==> config.mk <==
export PLATFORM = sky130hd
export DESIGN_NAME = calc_exec_ctrl
export DESIGN_NICKNAME = d
export VERILOG_FILES = /design/src/rtl/calc_pkg.sv /design/src/rtl/calc_bin2bcd.sv /design/src/rtl/calc_exec_ctrl.sv
export SDC_FILE = /design/constraint.sdc
export NUM_CORES = 1
export LEC_CHECK = 0
export ABC_CLOCK_PERIOD_IN_PS = 5300
export BUFFER_PORTS_ARGS = -buffer_cell sky130_fd_sc_hd__buf_2
export CORE_MARGIN = 3
export CORE_UTILIZATION = 60
export DETAILED_ROUTE_END_ITERATION = 8
export GPL_TIMING_DRIVEN = 0
export HOLD_SLACK_MARGIN = 0.15
export PLACE_DENSITY = 0.75
export SLEW_MARGIN = 20
export SYNTH_ARGS = -nofsm -noshare
export SYNTH_HDL_FRONTEND = slang
export SYNTH_SLANG_ARGS = --single-unit
export TNS_END_PERCENT = 5
==> constraint.sdc <==
create_clock -name clk -period 5.3 [get_ports clk]
set_input_delay 1.06 -clock clk [delete_from_list [all_inputs] [get_ports clk]]
set_output_delay 1.06 -clock clk [all_outputs]
set_load 0.02 [all_outputs]
==> src/rtl/calc_pkg.sv <==
`default_nettype none
// ============================================================================
//  Module      : calc_pkg
//  Description : Shared constants, state encoding and BCD helpers for the
//                calculator execution controller.
//  Revision    : 1.0 - initial release
// ============================================================================
package calc_pkg;

    localparam int BCD_DIGIT_W = 4;
    localparam int BIN_W       = 7;
    localparam int RES_W       = 14;

    localparam logic [3:0] OP_ADD = 4'ha;
    localparam logic [3:0] OP_SUB = 4'hb;
    localparam logic [3:0] OP_MUL = 4'hc;
    localparam logic [3:0] OP_DIV = 4'hd;

    localparam logic [2:0] ITER_LAST = 3'd6;

    typedef enum logic [2:0] {
        S_IDLE = 3'd0,
        S_LOAD = 3'd1,
        S_EXEC = 3'd2,
        S_CONV = 3'd3,
        S_DONE = 3'd4
    } state_t;

    function automatic logic bcd_byte_ok(input logic [7:0] bcd);
        return (bcd[7:4] <= 4'd9) && (bcd[3:0] <= 4'd9);
    endfunction

    // tens*10 + ones; only meaningful for valid BCD
    function automatic logic [BIN_W-1:0] bcd_byte_to_bin(input logic [7:0] bcd);
        logic [7:0] w_t;
        w_t = ({4'd0, bcd[7:4]} << 3) + ({4'd0, bcd[7:4]} << 1) + {4'd0, bcd[3:0]};
        return w_t[BIN_W-1:0];
    endfunction

endpackage
`default_nettype wire

==> src/rtl/calc_bin2bcd.sv <==
`default_nettype none
// ============================================================================
//  Module      : calc_bin2bcd
//  Description : Sequential double-dabble converter, one input bit per cycle.
//  Revision    : 1.0 - initial release
// ============================================================================
module calc_bin2bcd
    import calc_pkg::*;
#(
    parameter int WIDTH  = 14,
    parameter int DIGITS = 4
) (
    input  logic                            clk,
    input  logic                            rst,
    input  logic                            start,
    input  logic [WIDTH-1:0]                bin,
    output logic                            done,
    output logic [BCD_DIGIT_W*DIGITS-1:0]   bcd
);

    localparam int BCD_W = BCD_DIGIT_W * DIGITS;
    localparam int SH_W  = BCD_W + WIDTH;
    localparam int CNT_W = $clog2(WIDTH);
    localparam logic [CNT_W-1:0] c_first_left = CNT_W'(WIDTH - 1);
    localparam logic [CNT_W-1:0] c_one        = CNT_W'(1);

    logic [SH_W-1:0]  r_shift;
    logic [CNT_W-1:0] r_cnt;
    logic             r_done;
    logic [SH_W-1:0]  w_step_in;
    logic [SH_W-1:0]  w_adj;
    logic [SH_W-1:0]  w_step;

    // The first shift happens on the start edge; BCD digits are zero then,
    // so no adjust is needed and the result is ready WIDTH edges later.
    assign w_step_in = start ? {{BCD_W{1'b0}}, bin} : r_shift;
    assign w_adj[WIDTH-1:0] = w_step_in[WIDTH-1:0];

    generate
        for (genvar d = 0; d < DIGITS; d++) begin : g_digit
            localparam int LSB = WIDTH + BCD_DIGIT_W * d;
            assign w_adj[LSB +: BCD_DIGIT_W] =
                (w_step_in[LSB +: BCD_DIGIT_W] >= 4'd5) ?
                4'(w_step_in[LSB +: BCD_DIGIT_W] + 4'd3) :
                w_step_in[LSB +: BCD_DIGIT_W];
        end
    endgenerate

    assign w_step = {w_adj[SH_W-2:0], 1'b0};

    always_ff @(posedge clk or posedge rst) begin
        if (rst) begin
            r_shift <= '0;
            r_cnt   <= '0;
            r_done  <= 1'b0;
        end else if (start) begin
            r_shift <= w_step;
            r_cnt   <= c_first_left;
            r_done  <= 1'b0;
        end else if (r_cnt != '0) begin
            r_shift <= w_step;
            r_cnt   <= r_cnt - c_one;
            if (r_cnt == c_one) begin
                r_done <= 1'b1;
            end
        end
    end

    // done is sticky until the next start so the shorter instance waits
    assign done = r_done;
    assign bcd  = r_shift[SH_W-1 -: BCD_W];

endmodule
`default_nettype wire

==> src/rtl/calc_exec_ctrl.sv <==
`default_nettype none
// ============================================================================
//  Module      : calc_exec_ctrl
//  Description : Sequenced add/sub/mul/div engine on 2-digit BCD operands
//                with a 4-digit BCD result and done/err/neg flags.
//  Revision    : 1.0 - initial release
// ============================================================================
module calc_exec_ctrl
    import calc_pkg::*;
#(
    parameter bit SIGNED_SUB = 1'b1
) (
    input  logic        clk,
    input  logic        rst,
    input  logic        start,
    input  logic [3:0]  op,
    input  logic [7:0]  a_bcd,
    input  logic [7:0]  b_bcd,
    output logic        busy,
    output logic        done,
    output logic        err,
    output logic        neg,
    output logic [15:0] res_bcd,
    output logic [7:0]  rem_bcd
);

    state_t             r_state;
    state_t             w_state_next;

    logic [7:0]         r_a_bcd;
    logic [7:0]         r_b_bcd;
    logic [3:0]         r_op;
    logic [2:0]         r_cnt;
    logic [RES_W-1:0]   r_acc;
    logic               r_neg_pend;

    logic [BIN_W-1:0]   w_a_bin;
    logic [BIN_W-1:0]   w_b_bin;
    logic               w_a_lt_b;
    logic               w_load_err;
    logic               w_exec_last;
    logic               w_conv_start;
    logic               w_out_ok;
    logic               w_out_err;
    logic [7:0]         w_trial;
    logic               w_trial_ge;
    logic [BIN_W-1:0]   w_rem_step;
    logic [RES_W-1:0]   w_acc_next;
    logic [RES_W-1:0]   w_res_bin;
    logic [BIN_W-1:0]   w_rem_bin;
    logic [15:0]        w_res_conv;
    logic [7:0]         w_rem_conv;
    logic               w_res_done;
    logic               w_rem_done;

    assign w_a_bin  = bcd_byte_to_bin(r_a_bcd);
    assign w_b_bin  = bcd_byte_to_bin(r_b_bcd);
    assign w_a_lt_b = (w_a_bin < w_b_bin);

    always_comb begin
        w_load_err = 1'b0;
        if (!bcd_byte_ok(r_a_bcd) || !bcd_byte_ok(r_b_bcd)) begin
            w_load_err = 1'b1;
        end else begin
            case (r_op)
                OP_ADD, OP_MUL: w_load_err = 1'b0;
                OP_SUB:         w_load_err = w_a_lt_b && !SIGNED_SUB;
                OP_DIV:         w_load_err = (w_b_bin == '0);
                default:        w_load_err = 1'b1;
            endcase
        end
    end

    // Restoring division keeps {partial remainder, quotient} in r_acc
    assign w_trial    = {r_acc[RES_W-1:BIN_W], r_acc[BIN_W-1]};
    assign w_trial_ge = (w_trial >= {1'b0, w_b_bin});
    assign w_rem_step = w_trial_ge ? 7'(w_trial - {1'b0, w_b_bin}) : w_trial[BIN_W-1:0];

    always_comb begin
        w_acc_next = r_acc;
        case (r_op)
            OP_ADD: w_acc_next = RES_W'(w_a_bin) + RES_W'(w_b_bin);
            OP_SUB: w_acc_next = w_a_lt_b ? (RES_W'(w_b_bin) - RES_W'(w_a_bin))
                                          : (RES_W'(w_a_bin) - RES_W'(w_b_bin));
            OP_MUL: w_acc_next = w_b_bin[r_cnt] ? (r_acc + (RES_W'(w_a_bin) << r_cnt)) : r_acc;
            OP_DIV: w_acc_next = {w_rem_step, r_acc[BIN_W-2:0], w_trial_ge};
            default: w_acc_next = r_acc;
        endcase
    end

    assign w_res_bin = (r_op == OP_DIV) ? {{(RES_W-BIN_W){1'b0}}, w_acc_next[BIN_W-1:0]} : w_acc_next;
    assign w_rem_bin = (r_op == OP_DIV) ? w_acc_next[RES_W-1:BIN_W] : '0;

    // State register
    always_ff @(posedge clk or posedge rst) begin
        if (rst) begin
            r_state <= S_IDLE;
        end else begin
            r_state <= w_state_next;
        end
    end

    // Next-state logic; the error path holds LOAD one extra cycle
    always_comb begin
        w_state_next = r_state;
        case (r_state)
            S_IDLE: if (start) w_state_next = S_LOAD;
            S_LOAD: begin
                if (!w_load_err)        w_state_next = S_EXEC;
                else if (r_cnt == 3'd1) w_state_next = S_DONE;
            end
            S_EXEC: if (w_exec_last) w_state_next = S_CONV;
            S_CONV: if (w_res_done && w_rem_done) w_state_next = S_DONE;
            S_DONE: w_state_next = S_IDLE;
            default: w_state_next = S_IDLE;
        endcase
    end

    // Control strobes decoded from the current state
    always_comb begin
        w_exec_last  = 1'b1;
        w_conv_start = 1'b0;
        w_out_ok     = 1'b0;
        w_out_err    = 1'b0;
        if ((r_op == OP_MUL) || (r_op == OP_DIV)) begin
            w_exec_last = (r_cnt == ITER_LAST);
        end
        case (r_state)
            S_LOAD: w_out_err    = w_load_err && (r_cnt == 3'd1);
            S_EXEC: w_conv_start = w_exec_last;
            S_CONV: w_out_ok     = w_res_done && w_rem_done;
            default: ;
        endcase
    end

    always_ff @(posedge clk or posedge rst) begin
        if (rst) begin
            r_a_bcd    <= '0;
            r_b_bcd    <= '0;
            r_op       <= '0;
            r_cnt      <= '0;
            r_acc      <= '0;
            r_neg_pend <= 1'b0;
        end else begin
            case (r_state)
                S_IDLE: begin
                    if (start) begin
                        r_a_bcd <= a_bcd;
                        r_b_bcd <= b_bcd;
                        r_op    <= op;
                        r_cnt   <= '0;
                    end
                end
                S_LOAD: begin
                    r_cnt      <= w_load_err ? (r_cnt + 3'd1) : 3'd0;
                    r_acc      <= (r_op == OP_DIV) ? RES_W'(w_a_bin) : '0;
                    r_neg_pend <= (r_op == OP_SUB) && w_a_lt_b;
                end
                S_EXEC: begin
                    r_acc <= w_acc_next;
                    r_cnt <= r_cnt + 3'd1;
                end
                default: ;
            endcase
        end
    end

    always_ff @(posedge clk or posedge rst) begin
        if (rst) begin
            busy    <= 1'b0;
            done    <= 1'b0;
            err     <= 1'b0;
            neg     <= 1'b0;
            res_bcd <= '0;
            rem_bcd <= '0;
        end else begin
            busy <= (w_state_next != S_IDLE);
            done <= (w_state_next == S_DONE);
            if (w_out_err) begin
                err     <= 1'b1;
                neg     <= 1'b0;
                res_bcd <= '0;
                rem_bcd <= '0;
            end else if (w_out_ok) begin
                err     <= 1'b0;
                neg     <= r_neg_pend;
                res_bcd <= w_res_conv;
                rem_bcd <= w_rem_conv;
            end
        end
    end

    calc_bin2bcd #(
        .WIDTH  (RES_W),
        .DIGITS (4)
    ) u_res_conv (
        .clk   (clk),
        .rst   (rst),
        .start (w_conv_start),
        .bin   (w_res_bin),
        .done  (w_res_done),
        .bcd   (w_res_conv)
    );

    calc_bin2bcd #(
        .WIDTH  (BIN_W),
        .DIGITS (2)
    ) u_rem_conv (
        .clk   (clk),
        .rst   (rst),
        .start (w_conv_start),
        .bin   (w_rem_bin),
        .done  (w_rem_done),
        .bcd   (w_rem_conv)
    );

endmodule
`default_nettype wire
==> out/metrics.cfg, run 1 <==
[placed_design]
gp_congestion = 0.9560
post-place-ws_ns = 0.4824
io_buffer_count = 50
hpwl_mm = 17.25
dpl_cell_area_mm2 = 0.009290

[clock_network]
clock_sinks = 121
cts_tree = yes
htree_num_levels = 4
post_cts_resized = 0
root_buffer = clkbuf_16
cts_setup_buffers = 0
clockBufferDepth = 2
clk_pin_slew_ns = 0.06
cts.hold.buffers_added = 0
cts_buffers = 17
insertion_delay_ns = 0.43

[sta]
setup_violations = 0
post-route-min-period_ns = 4.972
worst_pin_slew_ns = 0.8675
setup_slack_ns = 0.3281
relSlewSlack_pct = 41.72
fmax_ghz = 0.2011
hold_viol = 0
maxSlewViolCount = 0
skew_ns = 0.01011
finalCritPeriodShare_pct = 93.81
rsz0062_at_grt = no

[critical_path]
crit_fanout = 10
end_kind = register
startpoint_type = register
worst-endpoint-required_ns = 5.66
crit_type = reg2reg
worstPathArrival_ns = 5.33
r2r_start = r_b_bcd[3]
crit_start = r_b_bcd[3]

[logic_synthesis]
synth_most_common_cell = nand2_1
syn-num-nets = 1135
synth_cells = 1027
synth_area_mm2 = 0.008782
synth_area_leaders = dfrtp_1, ha_1, nand2_1
yosys.area.top_type = dfrtp_1
yosys-top-cells-count = nand2_1, dfrtp_1, a21oi_1
synth_edf_count = 0
synth_seq_area_share_pct = 34.48
synth_flop_cell = dfrtp_1
synth.distinct_cells = 82
avgSynthCellArea_um2 = 8.551
async_flop_share_pct = 100.0
ys_ff_latch = 121
yosys.area.top_type_share_pct = 34.48
ys_warn_count = 0

[global_routing]
grt_pass1_vias = 7677
grtUsageTotal_pct = 29.32
grt_antenna_before_repair = 0
gr-total-overflow = 0
grt_pass1_wl_mm = 38.11
grt_max_degree = 75

[floorplan]
fp-row-count = 43
initial_core_util_pct = 62.30
dieArea_mm2 = 0.01613
die_y_um = 127.0
ios = 51
chipWidth_um = 127.0
coreArea_mm2 = 0.01410

[worst_hold_path]
hold_path_class = reg2reg
worstHoldStart = err

[routing]
first_pass_iters = 5
first_iter_violations = 622
vias_per_cell = 6.134
num_vias = 7913
drc = 0
ant_nets = 0
drt-total-wl_mm = 23.34
wl_per_cell_um = 18.09

[final_layout]
fin_area_mm2 = 0.009858
syn_to_final_growth_pct = 12.25
drive_above_1_share_pct = 12.25
insertedDiodeCount = 0
nets = 1205

[run_status]
status = completed

[run]
drv_cap = 0

-- logic make-up (layout without fill, tap and decap cells) --
kind of cell | count (synthesis) | after routing | share of synthesized area [%]
multiplexers | 29 | 29 | 3.661
adder cells (fa/ha/maj) | 85 | 85 | 12.88
AND/OR/NAND/NOR | 348 | 348 | 18.07
XOR/XNOR | 36 | 36 | 3.590
flip-flops | 121 | 121 | 34.48
buffers and inverters | 105 | 188 | 4.787
AO/OA/AOI/OAI | 303 | 303 | 22.54
-- path summary, 6_finish.rpt --
kind | end | depth (start not counted) | slack [ns]
setup reg to reg | r_acc[5] | 16 | 0.33
hold / removal | err | 1 | 0.49
hold reg to reg | err | 1 | 0.49
setup / recovery | r_acc[5] | 16 | 0.33
min in group asynchronous | rem_bcd[0] | 2 | 0.65
max in group asynchronous | r_acc[0] | 3 | 3.94
-- routing by layer --
| layer | share of wire (%) | vias to the layer above | global-route usage, % |
|---|---|---|---|
| li1 | - | 3771 | - |
| met1 | 43 | 3752 | 37.49 |
| met2 | 48 | 328 | 49.41 |
| met3 | 6.1 | 62 | 5.184 |
| met4 | 3.3 | 0 | 11.92 |
| met5 | 0 | - | 0 |
-- registers in the layout, indices dropped and copies added, names as in the netlist, 3 cells and up --
name / flops
u_res_conv.r_shift: 29
res_bcd: 16
r_acc: 14
u_rem_conv.r_shift: 14
r_a_bcd: 8
r_b_bcd: 8
rem_bcd: 8
r_op: 4
u_res_conv.r_cnt: 4
r_cnt: 3
r_state: 3
u_rem_conv.r_cnt: 3
-- layout make-up --
cell class,count,area (µm²)
plain buffers,52,221.5
clock buffers,18,439.2
clock inverters,14,123.9
fillers,1195,4238
inverters,53,203.9
multi-input cells,801,5339
flip-flops and latches,121,3028
well taps,180,225.2
repair buffers,51,277.8
-- cell usage in the layout, fill, tap and decap left out, types with 9 or more instances in the layout --
cell         n
o21ai_0     65
nand2_1    176
buf_2       59
nand3_1     24
xnor2_1     25
a21oi_1     97
o22ai_1      9
dfrtp_1    121
clkbuf_1    38
nand2b_1    15
xor2_1      11
nor2_1      66
mux2i_1     13
mux2_2      15
fa_1         9
and2_1       9
a31oi_1     14
clkbuf_16   17
ha_1        76
inv_1       51
nor3_1      11
a211oi_1    11
a21o_1      15
-- worst max-delay path, cell delays in order, from the launching register on --
cell	delay, ns
dfrtp_1	0.41
fa_1	0.57
inv_1	0.07
fa_1	0.45
nand2b_1	0.19
a21o_1	0.19
xnor2_1	0.46
ha_1	0.34
buf_6	0.15
nor3b_2	0.35
nor3_2	0.16
a31oi_2	0.28
nor3b_1	0.38
a21boi_1	0.16
o211a_1	0.25
a211oi_2	0.31
a21o_1	0.17
-- per-stage QoR --
stage / std cells / TNS (ns) / utilization, % / hold WS (ns)
finish: 1290 / 0 / 69.94 / 0.4872
global placement: 1257 / -39.92 / 65.68 / 0.4560
CTS: 1290 / 0 / 69.90 / 0.4998
floorplan: 1027 / 0 / - / 0.4484
detailed placement: 1258 / 0 / 65.91 / 0.4876
global route: 1290 / 0 / 69.94 / 0.5139
Power of run 1 is left out: the tool's default activity adds up to more than one toggle a clock period on the data nets, which glitch-free logic cannot reach.
==> run 2, diff against run 1 <==
--- a/config.mk
+++ b/config.mk
@@ -12,6 +12,7 @@
 export DETAILED_ROUTE_END_ITERATION = 8
 export GPL_TIMING_DRIVEN = 0
 export HOLD_SLACK_MARGIN = 0.15
+export MAX_ROUTING_LAYER = met4
 export PLACE_DENSITY = 0.75
 export SLEW_MARGIN = 20
 export SYNTH_ARGS = -nofsm -noshare
==> out/metrics.cfg, run 2 (synthesis results as in run 1) <==
[floorplan]
ios = 51  ; unchanged
coreArea_mm2 = 0.01410  ; unchanged
initial_core_util_pct = 62.30  ; unchanged
dieArea_mm2 = 0.01613  ; unchanged
fp-row-count = 43  ; unchanged
die_y_um = 127.0  ; unchanged
chipWidth_um = 127.0  ; unchanged

[placed_design]
post-place-ws_ns = 0.4360  ; was 0.4824 ns
hpwl_mm = 17.45  ; was 17.25 mm
gp_congestion = 0.9832  ; was 0.9560
io_buffer_count = 50  ; unchanged

[final_layout]
top_regs = u_res_conv.r_shift x29, res_bcd x16  ; unchanged
nets = 1205  ; unchanged
insertedDiodeCount = 0  ; unchanged
layout_common_cells = nand2_1, dfrtp_1, a21oi_1  ; unchanged
top_register = u_res_conv.r_shift  ; unchanged
mostFrequentLayoutCell = nand2_1  ; unchanged
largest_register_ffs = 29  ; unchanged
drive_above_1_share_pct = 12.25  ; unchanged
syn_to_final_growth_pct = 12.89  ; was 12.25%

[sta]
finalCritPeriodShare_pct = 95.41  ; was 93.81%
rsz0062_at_grt = no  ; unchanged
setup_slack_ns = 0.2435  ; was 0.3281 ns
worst_pin_slew_ns = 0.8945  ; was 0.8675 ns
skew_ns = 0.01199  ; was 0.01011 ns
relSlewSlack_pct = 39.91  ; was 41.72%
post-route-min-period_ns = 5.056  ; was 4.972 ns
hold_viol = 0  ; unchanged
setup_violations = 0  ; unchanged
maxSlewViolCount = 0  ; unchanged
fmax_ghz = 0.1978  ; was 0.2011 GHz

[clock_network]
clk_pin_slew_ns = 0.06  ; about the same
htree_num_levels = 4  ; unchanged
cts_buffers = 17  ; unchanged
clock_sinks = 121  ; unchanged
cts_setup_buffers = 0  ; unchanged
cts_tree = yes  ; unchanged
root_buffer = clkbuf_16  ; unchanged
insertion_delay_ns = 0.42  ; was 0.43 ns
post_cts_resized = 0  ; unchanged
clockBufferDepth = 2  ; unchanged
cts.hold.buffers_added = 0  ; unchanged

[global_routing]
grt_antenna_before_repair = 0  ; unchanged
grtUsageTotal_pct = 30.53  ; was 29.32%
gr-total-overflow = 0  ; unchanged
grt_pass1_vias = 7687  ; was 7677
grt_max_degree = 70  ; was 75
grt_pass1_wl_mm = 38.28  ; was 38.11 mm

[critical_path]
crit_fanout = 5  ; was 10
r2r_start = r_a_bcd[3]  ; was r_b_bcd[3]
crit_buf_inv = 3  ; was 2
reg2reg_depth = 19  ; was 16
path_cells = inv_1, fa_1, inv_1, ha_1, a21o_1, a21oi_1, xnor2_1, inv_1, o21ai_0, a21oi_1, o21ai_0, ha_1, o211a_1, a211oi_2, or4_1, a21oi_1, o21ai_0, a22oi_1, a22oi_1  ; was fa_1, inv_1, fa_1, nand2b_1, a21o_1, xnor2_1, ha_1, buf_6, nor3b_2, nor3_2, a31oi_2, nor3b_1, a21boi_1, o211a_1, a211oi_2, a21o_1
worstPathArrival_ns = 5.32  ; was 5.33 ns
rrSetupSlack_ns = 0.24  ; was 0.33 ns
end_kind = register  ; unchanged
crit_path_max_incr_delay_ns = 0.62  ; was 0.57 ns
cp_top_family = compound AO/OA/AOI/OAI gates  ; was adder cells
crit_type = reg2reg  ; unchanged
worst-endpoint-required_ns = 5.57  ; was 5.66 ns
slowest_stage = xnor2_1  ; was fa_1
r2r_end = u_res_conv.r_shift[14]  ; was r_acc[5]
startpoint_type = register  ; unchanged

[routing]
ant_nets = 0  ; unchanged
first_iter_violations = 683  ; was 622
num_vias = 7909  ; was 7913
drt-total-wl_mm = 23.43  ; was 23.34 mm
wl_per_cell_um = 18.17  ; was 18.09 µm
first_pass_iters = 5  ; unchanged
drc = 0  ; unchanged
vias_per_cell = 6.131  ; was 6.134

[worst_hold_path]
hold_path_class = reg2reg  ; unchanged
holdPathStages = 1  ; unchanged
worstHoldStart = err  ; unchanged
whs_endpoint = err  ; unchanged

[run]
drv_cap = 0  ; unchanged

[run_status]
status = completed  ; unchanged

## run 2: worst reg2reg max path: cells and delay by family (launching register included)
kind                     cells  cell delay, ns
AO/OA/AOI/OAI               11            1.98
XOR/XNOR                     1            0.62
adder cells (fa/ha/maj)      3            1.06
buffers and inverters        3            0.41
flip-flops                   1            0.33
AND/OR/NAND/NOR              1            0.52
## run 2: per-layer routing
metal	GRT usage, %	wire length, µm	part of all wire [%]	vias to the layer above
li1	-	-	-	3763
met5	-	0	0	-
met2	50.62	11170	48	303
met3	4.891	1305	5.6	76
met1	36.67	9941	42	3767
met4	14.20	1020	4.4	0
## run 2: through the flow
step	hold slack, ns	instances	setup TNS (ns)	util (%)	instance area, µm²
after floorplan	0.4484	1027	0	-	8782
after CTS	0.5130	1290	0	70.30	9910
after detailed placement	0.5003	1258	0	65.91	9290
final	0.5034	1290	0	70.34	9915
after global routing	0.5254	1290	0	70.34	9915
after global placement	0.4557	1257	-41.79	65.68	9258
## run 2: how the worst max path moves through the flow
stage / startpoint / to / slack (ns) / cells past startpoint
floorplan: rst / busy / 1.03 / 1
global placement: rst / r_a_bcd[0] / -0.35 / 2
detailed placement: r_a_bcd[3] / u_res_conv.r_shift[14] / 0.44 / 19
CTS: r_a_bcd[3] / u_res_conv.r_shift[14] / 0.42 / 19
global route: r_a_bcd[3] / u_res_conv.r_shift[14] / 0.07 / 19
finish: r_a_bcd[3] / u_res_conv.r_shift[14] / 0.24 / 19
## run 2: layout make-up
type | instances | area (µm²)
inverters | 53 | 203.9
clock inverters | 13 | 166.4
flip-flops and latches | 121 | 3028
fillers | 1151 | 4182
plain buffers | 52 | 221.5
repair buffers | 51 | 277.8
multi-input cells | 801 | 5339
clock buffers | 19 | 452.9
well taps | 180 | 225.2
Power of run 2 is left out for the same reason.
==> run 3, diff against run 2 <==
--- a/config.mk
+++ b/config.mk
@@ -8,12 +8,12 @@
 export ABC_CLOCK_PERIOD_IN_PS = 5300
 export BUFFER_PORTS_ARGS = -buffer_cell sky130_fd_sc_hd__buf_2
 export CORE_MARGIN = 3
-export CORE_UTILIZATION = 60
+export CORE_UTILIZATION = 62
 export DETAILED_ROUTE_END_ITERATION = 8
 export GPL_TIMING_DRIVEN = 0
 export HOLD_SLACK_MARGIN = 0.15
 export MAX_ROUTING_LAYER = met4
-export PLACE_DENSITY = 0.75
+export PLACE_DENSITY = 0.77
 export SLEW_MARGIN = 20
 export SYNTH_ARGS = -nofsm -noshare
 export SYNTH_HDL_FRONTEND = slang
==> out/metrics.cfg, run 3 (synthesis results as in run 1) <==
[sta]
fmax_ghz = 0.1993  ; was 0.1978 GHz
setup_slack_ns = 0.2828  ; was 0.2435 ns
worst_pin_slew_ns = 0.9918  ; was 0.8945 ns
hold_viol = 0  ; unchanged
post-route-min-period_ns = 5.017  ; was 5.056 ns
relSlewSlack_pct = 33.40  ; was 39.91%
finalCritPeriodShare_pct = 94.66  ; was 95.41%
rsz0062_at_grt = no  ; unchanged
skew_ns = 0.008283  ; was 0.01199 ns
maxSlewViolCount = 0  ; unchanged
setup_violations = 0  ; unchanged

[critical_path]
worstPathArrival_ns = 5.30  ; was 5.32 ns
worst-endpoint-required_ns = 5.58  ; was 5.57 ns
slowest_stage = xnor2_1  ; unchanged
end_kind = register  ; unchanged
crit_path_max_incr_delay_ns = 0.62  ; about the same
crit_buf_inv = 3  ; unchanged
crit_type = reg2reg  ; unchanged
cp_top_family = compound AO/OA/AOI/OAI gates  ; unchanged
startpoint_type = register  ; unchanged
path_cells = inv_1, fa_1, inv_1, ha_1, a21o_1, a21oi_1, xnor2_1, inv_1, o21ai_0, o21ai_0, o22ai_1, ha_1, nor3_1, nor2_1, a31oi_1, o21ai_0, xnor2_1, mux2_2, a21oi_1, o22ai_1  ; was inv_1, fa_1, inv_1, ha_1, a21o_1, a21oi_1, xnor2_1, inv_1, o21ai_0, a21oi_1, o21ai_0, ha_1, o211a_1, a211oi_2, or4_1, a21oi_1, o21ai_0, a22oi_1, a22oi_1
crit_fanout = 5  ; unchanged

[global_routing]
grt_max_degree = 80  ; was 70
gr-total-overflow = 0  ; unchanged
grtUsageTotal_pct = 31.68  ; was 30.53%
grt_antenna_before_repair = 0  ; unchanged
grt_pass1_wl_mm = 39.03  ; was 38.28 mm
grt_pass1_vias = 7770  ; was 7687

[clock_network]
cts_tree = yes  ; unchanged
clock_sinks = 121  ; unchanged
cts.hold.buffers_added = 0  ; unchanged
post_cts_resized = 0  ; unchanged
clk_pin_slew_ns = 0.05  ; was 0.06 ns
htree_num_levels = 4  ; unchanged
cts_setup_buffers = 0  ; unchanged
root_buffer = clkbuf_16  ; unchanged
clockBufferDepth = 2  ; unchanged
cts_buffers = 17  ; unchanged
insertion_delay_ns = 0.42  ; about the same

[routing]
met3RoutedLength_mm = 1.672  ; was 1.305 mm
drc = 0  ; unchanged
met1_length_mm = 9.608  ; was 9.941 mm
ant_nets = 0  ; unchanged
vias_per_cell = 6.259  ; was 6.131
num_vias = 8037  ; was 7909
drt-total-wl_mm = 23.78  ; was 23.43 mm
first_iter_violations = 819  ; was 683
top_layer = met4  ; unchanged
wl_per_cell_um = 18.52  ; was 18.17 µm
first_pass_iters = 6  ; was 5
wl_met2_mm = 11.47  ; was 11.17 mm

[final_layout]
insertedDiodeCount = 0  ; unchanged
layout_common_cells = nand2_1, dfrtp_1, a21oi_1  ; unchanged
drive_above_1_share_pct = 11.82  ; was 12.25%
largest_register_ffs = 29  ; unchanged
top_regs = u_res_conv.r_shift x29, res_bcd x16  ; unchanged
fin_area_mm2 = 0.009852  ; was 0.009915 mm²
syn_to_final_growth_pct = 12.18  ; was 12.89%
nets = 1205  ; unchanged
n_fill_cell = 1062  ; was 1151
mostFrequentLayoutCell = nand2_1  ; unchanged
top_register = u_res_conv.r_shift  ; unchanged

[placed_design]
dpl_cell_area_mm2 = 0.009285  ; was 0.009290 mm²
gp_congestion = 1.011  ; was 0.9832
post-place-ws_ns = 0.4342  ; was 0.4360 ns
hpwl_mm = 17.75  ; was 17.45 mm
io_buffer_count = 50  ; unchanged

[floorplan]
fp-row-count = 42  ; was 43
ios = 51  ; unchanged
chipWidth_um = 125.0  ; was 127.0 µm
dieArea_mm2 = 0.01563  ; was 0.01613 mm²
coreArea_mm2 = 0.01356  ; was 0.01410 mm²
initial_core_util_pct = 64.77  ; was 62.30%
die_y_um = 125.0  ; was 127.0 µm

[run]
drv_cap = 0  ; unchanged

[run_status]
status = completed  ; unchanged

[worst_hold_path]
hold_path_class = reg2reg  ; unchanged

-- run 3: cell types whose count changed in the layout (fill, tap and decap cells not counted) --
| cell | delta |
|---|---|
| clkinv_4 | -2 |
| bufinv_16 | -1 |
| clkbuf_1 | +3 |
| clkinv_2 | +1 |
| inv_6 | -3 |
-- run 3: path summary, 6_finish.rpt --
kind,startpoint,endpoint,slack [ns],cells past startpoint
min in group asynchronous,rst,u_rem_conv.r_shift[10],0.65,2
max reg2reg,r_a_bcd[6],u_res_conv.r_shift[13],0.28,20
min,err,err,0.47,1
max,r_a_bcd[6],u_res_conv.r_shift[13],0.28,20
max in group asynchronous,rst,r_acc[2],3.90,3
min reg2reg,err,err,0.47,1
-- run 3: final cells by class --
class	instances	area [µm²]	area share, %
timing repair buffer	51	277.8	2.819
multi-input combinational	801	5339	54.19
buffer	52	221.5	2.248
clock inverter	8	97.59	0.9906
sequential	121	3028	30.73
inverter	53	203.9	2.070
clock buffer	22	464.2	4.712
tap	176	220.2	2.235
-- run 3: per-layer routing --
layer,vias up,global-route usage (%)
met5,-,-
met2,376,51.76
met4,0,14.67
met3,85,5.117
met1,3811,38.74
li1,3765,-
-- run 3: stage by stage --
stage                     hold WS (ns)  utilization (%)  setup TNS [ns]  cells
after floorplan                 0.4484                -               0   1027
after global placement          0.4552            68.24          -43.40   1253
after detailed placement        0.4615            68.48               0   1254
after CTS                       0.4731            72.63               0   1284
after global routing            0.4864            72.67               0   1284
final                           0.4683            72.67               0   1284
Power of run 3 is left out for the same reason.
